**src/rtl/conv_pkg.sv**
```systemverilog
// Shared definitions for the 3x3 convolution kernel and its sequencing controller.
// The kernel wrapper imports KLAT_DEFAULT from here so both agree on pipeline depth.
package conv_pkg;

    localparam int KLAT_DEFAULT   = 4;
    localparam int DIM_W_DEFAULT  = 8;
    localparam int ADDR_W_DEFAULT = 16;

    typedef enum logic [1:0] {
        ST_IDLE,
        ST_RUN,
        ST_DRAIN,
        ST_FIN
    } state_t;

endpackage

```
**src/rtl/conv_tag_pipe.sv**
```systemverilog
// Valid/address delay line that shadows the kernel's multiply/adder-tree pipeline.
// Stage 0 captures the issue tag; the last stage lines up with the kernel result.
module conv_tag_pipe #(
    parameter int DEPTH = 4,
    parameter int WIDTH = 16
) (
    input  logic             clk,
    input  logic             clr,
    input  logic             in_valid,
    input  logic [WIDTH-1:0] in_data,
    output logic             out_valid,
    output logic [WIDTH-1:0] out_data,
    output logic             inflight
);

    logic [DEPTH-1:0] vld;
    logic [WIDTH-1:0] dat [DEPTH];

    // NOTE: the address stages are cleared along with the valids because the
    // last stage drives wr_addr directly, which must read zero after reset.
    always_ff @(posedge clk) begin
        if (clr) begin
            vld <= '0;
            for (int i = 0; i < DEPTH; i++) dat[i] <= '0;
        end else begin
            vld[0] <= in_valid;
            dat[0] <= in_data;
            for (int i = 1; i < DEPTH; i++) begin
                vld[i] <= vld[i-1];
                dat[i] <= dat[i-1];
            end
        end
    end

    // Only stages ahead of the output count: a tag sitting in the last stage
    // is being written this cycle and will be gone after the edge.
    // NOTE: inflight gets a default before the loop so no path leaves it
    // unassigned, which would otherwise infer a latch.
    always_comb begin
        inflight = 1'b0;
        for (int i = 0; i < DEPTH - 1; i++) inflight = inflight | vld[i];
    end

    assign out_valid = vld[DEPTH-1];
    assign out_data  = dat[DEPTH-1];

endmodule

```
**src/rtl/conv_sched.sv**
```systemverilog
// Sequencing controller for the 3x3 fp16 convolution kernel: job FSM, raster
// counters, ofmap write pointer and the tag pipe that aligns writes with ofmap_ch1.
module conv_sched
    import conv_pkg::*;
#(
    parameter int KLAT   = KLAT_DEFAULT,
    parameter int DIM_W  = DIM_W_DEFAULT,
    parameter int ADDR_W = ADDR_W_DEFAULT
) (
    input  logic              clk,
    input  logic              rst_n,
    input  logic              start,
    input  logic              abort,
    input  logic [DIM_W-1:0]  cfg_h,
    input  logic [DIM_W-1:0]  cfg_w,
    input  logic [ADDR_W-1:0] cfg_base,
    output logic              busy,
    output logic              done,
    output logic              err,
    input  logic              win_valid,
    output logic              win_ready,
    output logic              k_issue,
    output logic              wr_en,
    output logic [ADDR_W-1:0] wr_addr
);

    state_t            state;
    logic [DIM_W-1:0]  oh, ow, row, col;
    logic [ADDR_W-1:0] wptr;
    logic              run_q, busy_q, done_q, err_q;
    logic              inflight, cfg_ok, col_last, last_win;

    assign cfg_ok   = (cfg_h >= DIM_W'(3)) && (cfg_w >= DIM_W'(3));
    assign col_last = (col == ow - DIM_W'(1));
    assign last_win = col_last && (row == oh - DIM_W'(1));

    // Abort must win over a concurrent window, so it gates ready combinationally.
    assign win_ready = run_q & ~abort;
    assign k_issue   = win_valid & win_ready;

    assign busy = busy_q;
    assign done = done_q;
    assign err  = err_q;

    // NOTE: every register here uses <= so all state updates see the values
    // from before the edge, independent of statement order.
    always_ff @(posedge clk) begin
        if (!rst_n) begin
            state  <= ST_IDLE;
            run_q  <= 1'b0;
            busy_q <= 1'b0;
            done_q <= 1'b0;
            err_q  <= 1'b0;
            oh     <= '0;
            ow     <= '0;
            row    <= '0;
            col    <= '0;
            wptr   <= '0;
        end else begin
            done_q <= 1'b0;
            err_q  <= 1'b0;
            if (abort) begin
                state  <= ST_IDLE;
                run_q  <= 1'b0;
                busy_q <= 1'b0;
            end else begin
                case (state)
                    ST_IDLE: if (start) begin
                        row  <= '0;
                        col  <= '0;
                        oh   <= cfg_h - DIM_W'(2);
                        ow   <= cfg_w - DIM_W'(2);
                        wptr <= cfg_base;
                        if (cfg_ok) begin
                            state  <= ST_RUN;
                            run_q  <= 1'b1;
                            busy_q <= 1'b1;
                        end else begin
                            state  <= ST_FIN;
                            done_q <= 1'b1;
                            err_q  <= 1'b1;
                        end
                    end
                    ST_RUN: if (k_issue) begin
                        wptr <= wptr + ADDR_W'(1);
                        if (col_last) begin
                            col <= '0;
                            row <= row + DIM_W'(1);
                        end else begin
                            col <= col + DIM_W'(1);
                        end
                        if (last_win) begin
                            state <= ST_DRAIN;
                            run_q <= 1'b0;
                        end
                    end
                    ST_DRAIN: if (!inflight) begin
                        state  <= ST_FIN;
                        busy_q <= 1'b0;
                        done_q <= 1'b1;
                    end
                    default: state <= ST_IDLE;
                endcase
            end
        end
    end

    conv_tag_pipe #(
        .DEPTH (KLAT),
        .WIDTH (ADDR_W)
    ) u_tag_pipe (
        .clk       (clk),
        .clr       (~rst_n | abort),
        .in_valid  (k_issue),
        .in_data   (wptr),
        .out_valid (wr_en),
        .out_data  (wr_addr),
        .inflight  (inflight)
    );

endmodule

```
**config.mk**
```make
export PLATFORM = sky130hd
export DESIGN_NAME = conv_sched
export DESIGN_NICKNAME = d
export VERILOG_FILES = /design/src/rtl/conv_pkg.sv /design/src/rtl/conv_tag_pipe.sv /design/src/rtl/conv_sched.sv
export SDC_FILE = /design/constraint.sdc
export NUM_CORES = 1
export LEC_CHECK = 0
export ABC_AREA = 1
export CORE_AREA = 10 10 123 125
export CTS_CLUSTER_SIZE = 12
export DETAILED_ROUTE_END_ITERATION = 10
export DIE_AREA = 0 0 133 135
export PLACE_DENSITY = 0.71
export SLEW_MARGIN = 20
export SYNTH_ARGS = -nofsm -noshare
export SYNTH_HDL_FRONTEND = slang
export SYNTH_HIERARCHICAL = 1
export SYNTH_SLANG_ARGS = --single-unit
```
**constraint.sdc**
```tcl
create_clock -name clk -period 2.1 [get_ports clk]
set_input_delay 0.315 -clock clk [delete_from_list [all_inputs] [get_ports clk]]
set_output_delay 0.315 -clock clk [all_outputs]
set_load 0.02 [all_outputs]
```
==> flow_metrics.py <==
metrics = {
    "timing": {
        "rsz0062_at_grt": "false",
        "hold_viol_final": 0,
        "fin_crit_sh": 0.9196,
        "final.min_clock_period_ps": 1931,
        "drv_slew": 0,
        "fin_skew_ps": 6.518,
        "worst_pin_slew_ps": 384.8,
        "setup_ws_ps": 168.9,
        "fmax_ghz": 0.5178,
        "slew_headroom": 0.7434,
        "setup_viol": 0,
        "setup_tns_ps": 0,
    },
    "placed_design": {
        "preCtsSetupSlack_ps": 63.81,
        "dp_hpwl_um": 8424,
        "portBuffers": 58,
        "globalplace.congestion": 0.8914,
    },
    "synthesis": {
        "synth_cell_types": 47,
        "synth_flop_cell": "dfxtp_1",
        "yosys-top-cells-count": "inv_1, nand2_1, dfxtp_1",
        "syn_avg_cell_area_um2": 7.291,
        "ys_async_sr_fraction": 0,
        "synthTopCellsByArea": "dfxtp_1, inv_1, nand2_1",
        "syn_area_mm2": 0.005643,
        "yosys.area.top_type_share": 0.4328,
        "syn-num-nets": 822,
        "yosysSeqAreaShare": 0.4328,
        "ys_seq_elements": 122,
        "synth_edf_count": 0,
        "synth_cells": 774,
        "yosys_warnings": 6,
        "synth_top_area_cell": "dfxtp_1",
    },
    "floorplan": {
        "core-area_mm2": 0.01257,
        "start_util": 0.4490,
        "die_x_um": 133,
        "num_io_pins": 59,
        "placementRows": 41,
        "dieArea_mm2": 0.01796,
        "dieHeight_um": 135,
    },
    "clock_tree": {
        "cts_tree": "done",
        "root_buffer": "clkbuf_16",
        "clkTransAtPathRegs_ps": 60,
        "worstSkewPairLatency_ps": 410,
        "hold_buffers": 0,
        "post_cts_buffers": 0,
        "clockBufferDepth": 2,
        "cts_buffers": 17,
        "htreeDepth": 4,
        "cts_sinks": 122,
    },
    "routing": {
        "via_per_inst": 4.584,
        "ant_nets": 0,
        "route.vias.total": 4722,
        "post_drt_wl_per_cell_um": 11.26,
        "drc": 0,
        "firstDrtPassIters": 4,
        "first_iter_violations": 272,
        "wl_um": 11590,
    },
    "final_layout": {
        "final_layout_size_suffix_gt1_frac": 0.1154,
        "nets": 893,
        "area_growth_pct": 24.12,
        "diodes": 0,
    },
    "grt": {
        "first_global_vias": 4477,
        "grt.total_usage": 0.1348,
        "grt_max_degree": 43,
        "antenna_found_initial": 0,
        "grt.overflow.total": 0,
        "grt_pass1_wl_um": 20020,
    },
    "hold_path": {
        "hold_path.class": "reg -> reg",
        "hold_depth": 2,
        "worstHoldEndpoint": "u_tag_pipe/dat[2][1]",
        "hp-start": "u_tag_pipe/dat[1][1]",
    },
    "pwr": {
        "power_density_mw_per_mm2": 847.8,
        "vdd_drop_max_mv": 0.4499,
        "power_leakage_nw": 2.852,
    },
    "setup_path": {
        "worstReg2RegStart": "ow[1]",
        "endpoint_kind": "flip-flop",
        "cp_data_arrival_time_ps": 2240,
        "rrSetupSlack_ps": 170,
        "worstSetupPathType": "reg -> reg",
        "worstPathRequired_ps": 2410,
        "crit_fanout": 5,
        "rr_worst_depth": 15,
        "worstReg2RegEnd": "state[0]",
        "critPathLaunchType": "flip-flop",
    },
    "outcome": {
        "status": "finished clean",
    },
    "run": {
        "drv_cap": 0,
    },
}
==> flip-flops by register name, summed over array words and instances (netlist names) <==
| register | flops |
|---|---|
| u_tag_pipe/dat | 64 |
| wptr | 16 |
| col | 8 |
| oh | 8 |
| ow | 8 |
| row | 8 |
| u_tag_pipe/vld | 4 |
| state | 2 |
| busy | 1 |
| done | 1 |
| err | 1 |
| run_q | 1 |
==> layer usage <==
metal | track usage | wire length [µm] | up-vias
met5 | 0 | 0 | -
met4 | 0.04890 | 150 | 0
met3 | 0.04970 | 583 | 10
met2 | 0.2241 | 5407 | 85
met1 | 0.1556 | 5451 | 2083
li1 | - | - | 2544
==> per-stage QoR <==
stage | power, W | hold WS (ps) | instances | util | area [µm²]
after CTS | 0.005990 | 396.9 | 1030 | 0.5566 | 6995
after floorplan | 0.003034 | 388.3 | 774 | - | 5643
final | 0.005938 | 396.0 | 1030 | 0.5573 | 7004
after global placement | 0.003241 | 389.6 | 998 | 0.5117 | 6431
after detailed placement | 0.003253 | 392.1 | 998 | 0.5117 | 6431
after global routing | 0.006219 | 409.0 | 1030 | 0.5573 | 7004
==> power breakdown <==
| group | switching (W) | leakage (nW) | internal, W | total [W] |
|---|---|---|---|---|
| logic | 0.000435 | 1.59 | 0.000301 | 0.000736 |
| registers | 0.0000813 | 0.989 | 0.00239 | 0.00247 |
| clock network | 0.00109 | 0.275 | 0.00164 | 0.00273 |
==> critical path: stages, from the launching register on <==
cell	delay, ps
dfxtp_1	360
inv_1	80
ha_1	300
inv_1	40
nand2_1	60
nand2_1	70
nor2_4	120
nand3_1	80
nor2_1	80
nand2_1	50
nor2_1	90
nand3_1	150
nand2_2	150
nand3_1	80
nand2_1	70
nor2_1	30
==> worst max path at each step <==
stage | slack [ps] | depth (start not counted) | from | endpoint
after floorplan | 400 | 11 | state[0] | wptr[2]
after global placement | 30 | 11 | abort | state[0]
after detailed placement | 60 | 5 | abort | k_issue
after CTS | 50 | 5 | run_q | k_issue
after global routing | 10 | 11 | state[0] | wptr[3]
final | 170 | 15 | ow[1] | state[0]
==> cell families (layout without fill, tap and decap cells) <==
family	count (synthesis)	count (layout)	share of synthesized area
simple gates	352	352	0.2843
buf+inv	168	252	0.1206
flops	122	122	0.4328
compound gates	96	96	0.09912
xor+xnor	25	25	0.03880
fa+ha+maj	11	11	0.02439
==> layout make-up <==
| type | count | area [µm²] |
|---|---|---|
| Timing Repair Buffer | 72 | 700.7 |
| Clock buffer | 17 | 425.4 |
| Tap cell | 172 | 215.2 |
| Sequential cell | 122 | 2444 |
| Fill cell | 1133 | 5564 |
| Inverter | 148 | 555.5 |
| Multi-Input combinational cell | 484 | 2525 |
| Clock inverter | 15 | 138.9 |
==> timing repair <==
item                                    in CTS  in global routing
gates resized for setup                      0                  3
endpoints found under the setup margin       0                  3
endpoints found under the hold margin        0                  0
==> layout by cell type, fill, tap and decap left out, types with 8 or more instances in the layout <==
master / n
nand3_1: 37
ha_1: 11
nand2_1: 136
inv_1: 135
inv_2: 13
o21ai_0: 31
clkbuf_16: 17
dfxtp_1: 121
clkdlybuf4s50_1: 57
xor2_1: 18
nand4_1: 8
nand2_2: 12
a31oi_1: 8
buf_4: 13
a21oi_1: 35
nor2_1: 120
No activity file was read; power rests on OpenSTA's default activity.
